<file path="config.mk">
export PLATFORM = sky130hd
export DESIGN_NAME = module_timer_sched
export DESIGN_NICKNAME = d
export VERILOG_FILES = /design/src/rtl/module_timer_sched_pkg.sv /design/src/rtl/module_timer_sched_rr_arbiter.sv /design/src/rtl/module_timer_sched.sv
export SDC_FILE = /design/constraint.sdc
export NUM_CORES = 1
export LEC_CHECK = 0
export CAP_MARGIN = 20
export CORE_UTILIZATION = 45
export DETAILED_ROUTE_END_ITERATION = 16
export PLACE_DENSITY = 0.81
export SLEW_MARGIN = 25
export SYNTH_ARGS = -nofsm -noshare
export SYNTH_HDL_FRONTEND = slang
export SYNTH_HIERARCHICAL = 1
export SYNTH_SLANG_ARGS = --single-unit
</file>
<file path="constraint.sdc">
create_clock -name clk -period 3.6 [get_ports clk]
set_input_delay 0.72 -clock clk [delete_from_list [all_inputs] [get_ports clk]]
set_output_delay 0.72 -clock clk [all_outputs]
set_load 0.01 [all_outputs]
</file>
<file path="src/rtl/module_timer_sched_pkg.sv">
// Shared types and sizing helpers for the timer scheduler.
// Provides the FSM state enum, a minimum-1 clog2 helper and default sizes
// (prescaler counter width and requester index width for the default build).
package pkg_timer_sched;

  typedef enum logic [1:0] {
    IDLE = 2'd0,
    RUN  = 2'd1,
    DONE = 2'd2
  } state_t;

  // Counter/index widths never collapse to zero bits, even for n <= 2.
  function automatic int clog2_min1(input int n);
    return (n < 2) ? 1 : $clog2(n);
  endfunction

  localparam int NREQ_DEFAULT  = 4;
  localparam int W_DEFAULT     = 8;
  localparam int PRESC_DEFAULT = 1000;

  localparam int PRESC_W = clog2_min1(PRESC_DEFAULT);
  localparam int IDX_W   = clog2_min1(NREQ_DEFAULT);

endpackage

</file>
<file path="src/rtl/module_timer_sched_rr_arbiter.sv">
// Round-robin arbiter, purely combinational.
// Ports: req (request levels), last (previous owner index) -> valid (any
// request), grant (one-hot winner), idx (winner index). Search starts at last+1.
module module_rr_arbiter
  import pkg_timer_sched::*;
#(
  parameter int NREQ = 4,
  localparam int IW  = clog2_min1(NREQ)
) (
  input  logic [NREQ-1:0] req,
  input  logic [IW-1:0]   last,
  output logic            valid,
  output logic [NREQ-1:0] grant,
  output logic [IW-1:0]   idx
);

  logic [IW-1:0] cand;

  // Walk last+1 .. last+NREQ (mod NREQ); the first set request wins, so the
  // previous owner is considered last.
  always_comb begin
    valid = 1'b0;
    grant = '0;
    idx   = '0;
    cand  = '0;
    for (int i = 1; i <= NREQ; i++) begin
      cand = IW'((int'(last) + i) % NREQ);
      if (!valid && req[cand]) begin
        valid       = 1'b1;
        idx         = cand;
        grant[cand] = 1'b1;
      end
    end
  end

endmodule

</file>
<file path="src/rtl/module_timer_sched.sv">
// Shared delay timer: round-robin grant, load delay, count ticks, pulse done.
// Ports: clk, rst (sync active-low), req/delay per requester in; gnt, done
// (registered one-hot), busy, tick (prescaler pulse), cnt (remaining ticks) out.
module module_timer_sched
  import pkg_timer_sched::*;
#(
  parameter int NREQ  = NREQ_DEFAULT,
  parameter int W     = W_DEFAULT,
  parameter int PRESC = PRESC_DEFAULT
) (
  input  logic              clk,
  input  logic              rst,
  input  logic [NREQ-1:0]   req,
  input  logic [NREQ*W-1:0] delay,
  output logic [NREQ-1:0]   gnt,
  output logic [NREQ-1:0]   done,
  output logic              busy,
  output logic              tick,
  output logic [W-1:0]      cnt
);

  localparam int PW = clog2_min1(PRESC);
  localparam int IW = clog2_min1(NREQ);

  state_t          state;
  logic [PW-1:0]   presc;
  logic [IW-1:0]   last;
  logic [IW-1:0]   own;
  logic            arb_vld;
  logic [NREQ-1:0] arb_gnt;
  logic [IW-1:0]   arb_idx;
  logic            own_req;
  logic            presc_wrap;

  module_rr_arbiter #(.NREQ(NREQ)) u_arb (
    .req   (req),
    .last  (last),
    .valid (arb_vld),
    .grant (arb_gnt),
    .idx   (arb_idx)
  );

  assign own_req    = req[own];
  assign presc_wrap = (presc == PW'(PRESC - 1));

  // Tick only fires on the RUN branch that actually decrements: owner still
  // requesting and count not yet exhausted.
  assign tick = (state == RUN) && own_req && (cnt != '0) && presc_wrap;
  assign busy = (state != IDLE);

  always_ff @(posedge clk) begin
    if (!rst) begin
      state <= IDLE;
      gnt   <= '0;
      done  <= '0;
      cnt   <= '0;
      presc <= '0;
      last  <= IW'(NREQ - 1);
      own   <= '0;
    end else begin
      case (state)
        IDLE: begin
          if (arb_vld) begin
            state <= RUN;
            gnt   <= arb_gnt;
            own   <= arb_idx;
            cnt   <= delay[arb_idx*W +: W];
            presc <= '0;
          end
        end
        RUN: begin
          if (!own_req) begin
            // Owner abandoned the wait: release silently, rotate past it.
            state <= IDLE;
            gnt   <= '0;
            last  <= own;
            cnt   <= '0;
            presc <= '0;
          end else if (cnt == '0) begin
            state <= DONE;
            done  <= gnt;
          end else if (presc_wrap) begin
            presc <= '0;
            cnt   <= cnt - W'(1);
          end else begin
            presc <= presc + PW'(1);
          end
        end
        DONE: begin
          state <= IDLE;
          done  <= '0;
          gnt   <= '0;
          last  <= own;
        end
        default: begin
          state <= IDLE;
          gnt   <= '0;
          done  <= '0;
        end
      endcase
    end
  end

endmodule
</file>
==> reports/metrics.csv, run 1 <==
metric;value;unit
synth-edff-count;0;
holdPathEnd;presc[1];
cts_made_buffers;5;
numPortBuffers;55;
drt-total-wl;6050;um
muxShareOfSynthArea;14.9;%
yosys_warnings;6;
ys_ff_latch;32;
synth_top_family_by_area;simple AND/OR/NAND/NOR gates;
insertion_delay;0.28;ns
finalCritPeriodShare;93.8;%
crit_top_cell;clkdlybuf4s50_1;
via_per_inst;5.86;
cts_resized;0;
wire_per_inst;14.9;um
rsz0062_at_grt;false;
max_freq;0.296;GHz
synth.cell_area;0.00248;mm2
async_flop_share;0;%
tightestPinTransition;0.796;ns
multi_input_area;0.00172;mm2
root_buffer;clkbuf_8;
start_util;47.6;%
setup_viol;0;
hpwl;4440;um
path_max_fanout;7;
drc;0;
synthSimpleGateAreaFrac;24.8;%
dp_slack;0.236;ns
status;finished clean;
reg2reg_from;last[0];
hp-start;presc[1];
setup_slack;0.223;ns
h-tree-depth;2;
detail_route.iter0.violations;82;
fillCellCount;466;
ys_types;52;
antenna_cells;0;
tritoncts;done;
slew-limit-headroom;46.8;%
max_stage_delay;0.54;ns
worst_ep_required_time;2.88;ns
yosys.area.top_type;dfxtp_1;
die_height;76.2;um
startpoint_type;input port;
yosysMostFrequentCell;dfxtp_1;
vias;2387;
synth.top_cell.area_share;25.8;%
holdPathStages;2;
leakage;1.25;nW
syn_avg_cell_area;8.92;um2
hold_violations;0;
synth_ff_type;dfxtp_1;
synth_xor_area_share;2.12;%
clock_path_buffers;2;
grt_pass1_vias;2171;
path_buf_inv;2;
yosys.area_share.adder;5.55;%
vdd_drop_max;0.245;mV
core_area;0.00520;mm2
finClkSkew;0.00850;ns
period_minus_slack;3.38;ns
drv_slew;0;
area_growth;30.0;%
critical_path.top_delay_family;buffers and inverters;
setup_tns;0;ns
reg2regPathDepth;10;
cts_hold_buffers;0;
fp-row-count;26;
power_density;451;mW/mm2
place_congestion;0.880;
synth_area_leaders;dfxtp_1, mux4_2, ha_1;
timing.rr.end;cnt[4];
grt_usage;21.4;%
synthTopCellsByCount;dfxtp_1, nand2_1, nor2_1;
gr-total-overflow;0;
seqCellArea;641;um2
rrSetupSlack;0.61;ns
synth_compound_area_share;21.7;%
cts.clk_slew.worst_paths;0.06;ns
cts_setup_buffers;0;
ant_nets;0;
crit_slowest_cell;mux4_2;
io_pins;56;
drv_cap;0;
numClockSinks;32;
synth_fp_nets;327;
crit_arrival;2.66;ns
critPathKind;input port to output port;
path_cells;clkdlybuf4s50_1 > mux4_2 > and2b_1 > nand2_1 > nor2_1 > clkdlybuf4s50_1;
hp-class;flip-flop to flip-flop;
dr.pass1.iters;4;
antenna_found_initial;0;
drive_above_1_share;11.6;%
die-area;0.00581;mm2
netlist_instances;278;
layout.nets;385;
grt_start_max_net_pins;23;
endpoint_kind;output port;
grt_first_pass_wirelength;10200;um
yosysSeqAreaShare;25.8;%
die_w;76.2;um
## stage by stage
stage	utilization, %	instances	total power [mW]	hold WS, ns	cell area, um2
2_1_floorplan	-	278	0.946	0.454	2480
3_3_place_gp	60.2	399	1.16	0.468	3130
3_5_place_dp	60.2	399	1.16	0.486	3130
4_1_cts	61.9	407	1.45	0.494	3220
5_1_grt	61.9	407	1.55	0.514	3220
6_report	61.9	407	1.45	0.492	3220
## logic make-up after synthesis
family                     count (synthesis)
buffers and inverters                     28
xor gates and xnor gates                   6
DFF                                       32
adders and majority gates                 11
muxes                                     23
AOI/OAI and AO/OA                         70
and+or+nand+nor                          108
## report_power, final
part / total (mW) / internal (mW) / switching [mW]
combinational: 0.710 / 0.362 / 0.348
sequential: 0.458 / 0.400 / 0.0587
clock: 0.285 / 0.156 / 0.129
total: 1.45 / 0.918 / 0.535
## worst max path at each step
stage | cells after the start | to | from
3_3_place_gp | 6 | tick | req[1]
4_1_cts | 6 | tick | req[0]
3_5_place_dp | 10 | cnt[4] | req[0]
5_1_grt | 6 | tick | req[1]
2_1_floorplan | 14 | cnt[4] | last[0]
6_report | 6 | tick | req[0]
## tightest hold or removal path: stages (launching register included)
cell      delay (ns)
dfxtp_1         0.32
nand2_1         0.06
a21boi_0        0.06
## registers in the layout (all words and copies together), names as in the netlist
name   count
done       4
cnt        8
gnt        4
last       2
own        2
state      2
presc     10
## final cells by class
cell class | instances | area share (%)
multi-input combinational | 218 | 53.3
sequential | 32 | 19.9
timing repair buffer | 67 | 19.9
clock buffer | 8 | 2.80
tap | 70 | 2.72
inverter | 12 | 1.40
## layer usage
layer | GRT usage, % | vias to the layer above | routed length, um
met5 | 0 | - | 0
met4 | 6.15 | 0 | 57
met3 | 3.95 | 6 | 268
met2 | 36.0 | 73 | 3050
met1 | 27.9 | 1137 | 2670
li1 | - | 1171 | -
## cell usage in the layout, fill, tap and decap left out, types with 5 or more instances in the layout
cell type	synthesis	routed
nor3_1	7	7
dfxtp_1	32	32
nand2_1	30	30
clkbuf_8	0	6
nor2_1	17	17
clkdlybuf4s50_1	0	55
o311ai_0	5	5
o21ai_0	9	9
nand3_1	6	6
mux2i_1	11	11
o211ai_1	6	6
a31oi_1	5	5
nand4_1	6	6
or3_1	5	5
ha_1	11	11
buf_4	0	12
mux4_2	11	11
a21oi_1	7	7
nand2b_1	9	9
inv_1	12	12
o211a_1	9	9
No activity file was read; power rests on OpenSTA's default activity.
==> run 2, diff against run 1 <==
PLACE_DENSITY = 0.82   (was 0.81)
SYNTH_HIERARCHICAL = unset   (was 1)
==> run 2 against run 1 <==
Compared with the run above:
- sequential power up 14%
- first-iteration DRC count fell by 4.9%
- global-route usage shrank 1.1 points
- die area down 9.8%
- sequential share of layout area grew 1.7 points
- combinational power up 77%
- critical path depth down 1
==> reports/metrics.csv, run 2 <==
metric;value;unit;change
vias;1971;;-17%
fp-row-count;25;;-3.8%
swShare;40.2;%;+3.4 points
hp-class;flip-flop to flip-flop;;
dr.pass1.iters;4;;unchanged
final_common_cell;clkdlybuf4s50_1;;
hp-start;done[2];;
switchingPower;0.824;mW;+54%
wire_per_inst;13.1;um;-12%
async_flop_share;0;%;unchanged
grt_start_max_net_pins;22;;-4.3%
hold_violations;0;;unchanged
layout.nets;351;;-8.8%
area_growth;33.1;%;
reg2reg_from;last[1];;
holdPathEnd;done[2];;
grt_pass1_vias;1888;;-13%
synth.top_cell.area_share;28.7;%;+2.9 points
numPortBuffers;55;;unchanged
finClkSkew;0.00276;ns;-0.00575 ns
synth.cell_area;0.00223;mm2;-10%
synth_ff_type;dfxtp_1;;
tritoncts;done;;
drt-total-wl;4860;um;-20%
regMostFlops;presc;;
max_freq;0.299;GHz;+1.1%
synth-edff-count;0;;unchanged
gr-total-overflow;0;;unchanged
synth_fp_nets;289;;-12%
slew-limit-headroom;34.1;%;-13 points
drive_above_1_share;12.2;%;+0.64 points
drv_slew;0;;unchanged
pwr-share-seq;25.4;%;-6.1 points
root_buffer;clkbuf_8;;
power;2.05;mW;+41%
grt_usage;20.4;%;-1.1 points
h-tree-depth;2;;unchanged
cts_made_buffers;5;;unchanged
status;finished clean;;
setup_tns;0;ns;unchanged
netlist_instances;240;;-14%
reg2regPathDepth;10;;unchanged
leakage;1.17;nW;-6.7%
place_congestion;0.795;;-9.6%
antenna_found_initial;0;;unchanged
endpoint_kind;output port;;
core_area;0.00475;mm2;-8.7%
numClockSinks;32;;unchanged
reg_top3;presc x10, cnt x8;;
grt_first_pass_wirelength;8450;um;-17%
synth_area_leaders;dfxtp_1, mux2i_1, mux4_2;;
cts.clk_slew.worst_paths;0.06;ns;about the same
holdPathStages;2;;unchanged
syn_avg_cell_area;9.28;um2;+4.1%
insertion_delay;0.28;ns;about the same
finalCritPeriodShare;92.8;%;-1.0 points
p_clk_share;13.3;%;-6.3 points
cts_resized;0;;unchanged
rsz0062_at_grt;false;;
die_height;72.4;um;-5.0%
yosys_warnings;0;;-6
cts_hold_buffers;0;;unchanged
final_util;62.4;%;+0.50 points
startpoint_type;input port;;
seqCellArea;641;um2;unchanged
ant_nets;0;;unchanged
worst_ep_required_time;2.88;ns;about the same
path_max_fanout;8;;+1
power.internal;1.23;mW;+34%
drc;0;;unchanged
cts_setup_buffers;0;;unchanged
period_minus_slack;3.34;ns;-0.0370 ns
yosysSeqAreaShare;28.7;%;+2.9 points
timing.rr.end;presc[8];;
rrSetupSlack;0.35;ns;-0.26 ns
clock_path_buffers;2;;unchanged
yosysMostFrequentCell;dfxtp_1;;
fillCellCount;425;;-8.8%
comb_power_share;61.3;%;+12 points
yosys.area.top_type;dfxtp_1;;
drv_cap;0;;unchanged
crit_arrival;2.62;ns;-0.04 ns
power_density;691;mW/mm2;+53%
setup_viol;0;;unchanged
antenna_cells;0;;unchanged
largest_register_ff_count;10;;unchanged
ys_types;46;;-12%
start_util;46.9;%;-0.75 points
via_per_inst;5.33;;-9.2%
io_pins;56;;unchanged
final_cell_mix;clkdlybuf4s50_1, dfxtp_1, nor2_1;;
critPathKind;input port to output port;;
tightestPinTransition;0.987;ns;+0.191 ns
vdd_drop_max;0.359;mV;+47%
ys_ff_latch;32;;unchanged
hpwl;3720;um;-16%
synthTopCellsByCount;dfxtp_1, nor2_1, mux2i_1;;
die-area;0.00524;mm2;-9.8%
detail_route.iter0.violations;78;;-4.9%
die_w;72.4;um;-5.0%
multi_input_area;0.00151;mm2;-12%
run 2: power by group through the flow:
stage	logic, mW	clock network, mW	registers, mW
floorplan	0.928	0	0.531
global placement	1.24	0	0.526
detailed placement	1.26	0	0.525
CTS	1.26	0.280	0.521
global route	1.40	0.298	0.533
finish	1.26	0.273	0.521
run 2: cell families (layout without fill, tap and decap cells):
family	Yosys count	in the layout	share of synthesized area (%)
and+or+nand+nor	86	86	20.7
AOI/OAI and AO/OA	48	48	16.2
DFF	32	32	28.7
muxes	31	31	18.1
xor gates and xnor gates	16	16	6.29
buffers and inverters	16	79	3.87
adders and majority gates	11	11	6.18
run 2: worst max path at each step:
| stage | startpoint | to | slack [ns] |
|---|---|---|---|
| after floorplan | last[0] | cnt[5] | 0.68 |
| after global placement | req[3] | cnt[7] | 0.18 |
| after detailed placement | req[3] | cnt[7] | 0.13 |
| after CTS | req[2] | tick | 0.31 |
| after global routing | last[1] | presc[8] | 0.07 |
| final | req[3] | tick | 0.26 |
run 2: per-stage QoR:
stage | setup WS (ns) | instances | area [um2] | hold slack, ns
3_5_place_dp | 0.131 | 362 | 2880 | 0.487
2_1_floorplan | 0.678 | 240 | 2230 | 0.472
3_3_place_gp | 0.182 | 362 | 2880 | 0.484
4_1_cts | 0.308 | 370 | 2970 | 0.503
6_report | 0.260 | 370 | 2970 | 0.497
5_1_grt | 0.0735 | 370 | 2970 | 0.543
run 2: layer usage:
| metal | GRT usage, % | share of wire [%] |
|---|---|---|
| met1 | 26.8 | 48 |
| met2 | 33.4 | 47 |
| met3 | 4.86 | 4.1 |
| met4 | 5.23 | 0.93 |
| met5 | 0 | 0 |
run 2: layout make-up:
class / instances / area share [%]
Tap cell: 67 / 2.83
Inverter: 7 / 0.886
Timing Repair Buffer: 64 / 20.8
Clock buffer: 8 / 3.04
Sequential cell: 32 / 21.6
Multi-Input combinational cell: 192 / 50.8
run 2: worst max-delay path, stage by stage:
cell	delay (ns)
clkdlybuf4s50_1	0.61
mux4_2	0.34
nand2_1	0.08
nor3_1	0.27
clkdlybuf4s50_1	0.59
==> run 3, diff against run 2 <==
CORE_UTILIZATION = 35   (was 45)
PLACE_DENSITY = 0.68   (was 0.82)
==> run 3 against run 2 <==
Compared with the run above:
- routed wire length up 3.2%
- non-clock buffer count rose by 1
- critical path depth did not move
- first-iteration DRC count rose by 29%
- register-to-register slack gained 0.17 ns
- power rose by 0.66%
- global-route usage shrank 4.2 points
- count of clock-buffer cells in the layout is the same
- sequential power about the same
- final area up 0.59%
- via count grew 0.51%
==> reports/metrics.csv, run 3 (synthesis gave the netlist of run 2 again) <==
metric;value;unit;change
place_congestion;0.800;;+0.62%
status;finished clean;;
dr.pass1.iters;4;;unchanged
drive_above_1_share;12.5;%;+0.29 points
grt_first_pass_wirelength;8450;um;unchanged
reg2reg_from;last[1];;
grt_start_max_net_pins;22;;unchanged
hold_slack;0.505;ns;+0.00795 ns
worst_ep_required_time;2.88;ns;about the same
cts_made_buffers;5;;unchanged
final_cell_mix;clkdlybuf4s50_1, dfxtp_1, nor2_1;;
ant_nets;0;;unchanged
grt_pass1_vias;1895;;+0.37%
antenna_found_initial;0;;unchanged
h-tree-depth;2;;unchanged
slew-limit-headroom;33.6;%;-0.50 points
power_density;691;mW/mm2;about the same
final_cell_area;0.00298;mm2;+0.59%
largest_register_ff_count;10;;unchanged
final_common_cell;clkdlybuf4s50_1;;
cts_hold_buffers;0;;unchanged
startpoint_type;input port;;
drc;0;;unchanged
dp_slack;0.0902;ns;-0.0411 ns
gr-total-overflow;0;;unchanged
endpoint_kind;output port;;
path_cells;clkdlybuf4s50_1 > mux4_2 > nand2_1 > nor3_1 > clkdlybuf4s50_1;;
numPortBuffers;55;;unchanged
fp-row-count;28;;+12%
place_area;0.00289;mm2;+0.61%
drv_cap;0;;unchanged
cts_setup_buffers;0;;unchanged
finClkSkew;0.00475;ns;+0.00199 ns
holdPathEnd;done[2];;
root_buffer;clkbuf_8;;
vias;1981;;+0.51%
period_minus_slack;3.33;ns;-0.00807 ns
fillCellCount;592;;+39%
hpwl;3830;um;+3.0%
numClockSinks;32;;unchanged
setup_slack;0.268;ns;+0.00807 ns
layout.nets;352;;+0.28%
drt-total-wl;5010;um;+3.2%
die_height;81.8;um;+13%
hp-start;done[2];;
via_per_inst;5.23;;-1.9%
rsz0062_at_grt;false;;
start_util;37.0;%;-9.9 points
hp-class;flip-flop to flip-flop;;
final_util;49.5;%;-13 points
tritoncts;done;;
tightestPinTransition;0.994;ns;+0.00754 ns
io_pins;56;;unchanged
grt_usage;16.2;%;-4.2 points
crit_arrival;2.61;ns;about the same
rrSetupSlack;0.52;ns;+0.17 ns
detail_route.iter0.violations;101;;+29%
holdPathStages;2;;unchanged
die-area;0.00669;mm2;+28%
path_max_fanout;8;;unchanged
critPathKind;input port to output port;;
setup_tns;0;ns;unchanged
hold_violations;0;;unchanged
area_growth;33.9;%;
die_w;81.8;um;+13%
vdd_drop_max;0.333;mV;-7.2%
reg_top3;presc x10, cnt x8;;
regMostFlops;presc;;
finalCritPeriodShare;92.6;%;-0.22 points
reg2regPathDepth;9;;-1
crit_slowest_cell;clkdlybuf4s50_1;;
max_freq;0.300;GHz;+0.24%
insertion_delay;0.28;ns;about the same
max_stage_delay;0.61;ns;about the same
crit_top_cell;clkdlybuf4s50_1;;
wire_per_inst;13.2;um;+0.72%
clock_path_buffers;2;;unchanged
core_area;0.00603;mm2;+27%
setup_viol;0;;unchanged
timing.rr.end;cnt[7];;
leakage;1.18;nW;+0.45%
cts.clk_slew.worst_paths;0.06;ns;about the same
cts_resized;0;;unchanged
antenna_cells;0;;unchanged
drv_slew;0;;unchanged
## run 3: changes by cell type in the layout (fill, tap and decap cells not counted)
| cell | delta |
|---|---|
| buf_4 | +1 |
## run 3: routing by layer
layer / GRT usage [%] / share of wire [%] / wire, um / vias to the layer above
li1: - / - / - / 1008
met1: 20.8 / 48 / 2380 / 927
met2: 27.4 / 48 / 2420 / 41
met3: 2.44 / 3.1 / 154 / 5
met4: 5.26 / 1.1 / 55 / 0
met5: 0 / 0 / 0 / -
## run 3: worst max-delay path, delay by kind of cell
kind	cells	cell delay, ns
simple gates	2	0.33
buf+inv	2	1.20
mux	1	0.36
## run 3: worst max-delay path by stage
stage | startpoint | end | slack, ns | cells after the start
2_1_floorplan | last[0] | cnt[5] | 0.68 | 10
3_3_place_gp | req[3] | cnt[7] | 0.14 | 7
3_5_place_dp | req[3] | cnt[3] | 0.09 | 7
4_1_cts | req[2] | tick | 0.28 | 5
5_1_grt | req[2] | tick | 0.12 | 5
6_report | req[2] | tick | 0.27 | 5
## run 3: where the power goes
group          internal (mW)  switching [mW]
Sequential             0.431          0.0894
Combinational          0.644           0.621
Clock                  0.156           0.122
## run 3: area by class of cell
class,instances,area (um2),area share [%]
Clock buffer,8,90.1,3.02
Timing Repair Buffer,65,626,21.0
Multi-Input combinational cell,192,1510,50.5
Tap cell,75,93.8,3.14
Inverter,7,26.3,0.881
Sequential cell,32,641,21.5
## run 3: per-stage QoR
| step | total power, mW | cells |
|---|---|---|
| after CTS | 2.08 | 379 |
| final | 2.06 | 379 |
| after floorplan | 1.46 | 240 |
| after detailed placement | 1.80 | 371 |
| after global placement | 1.79 | 371 |
| after global routing | 2.23 | 379 |
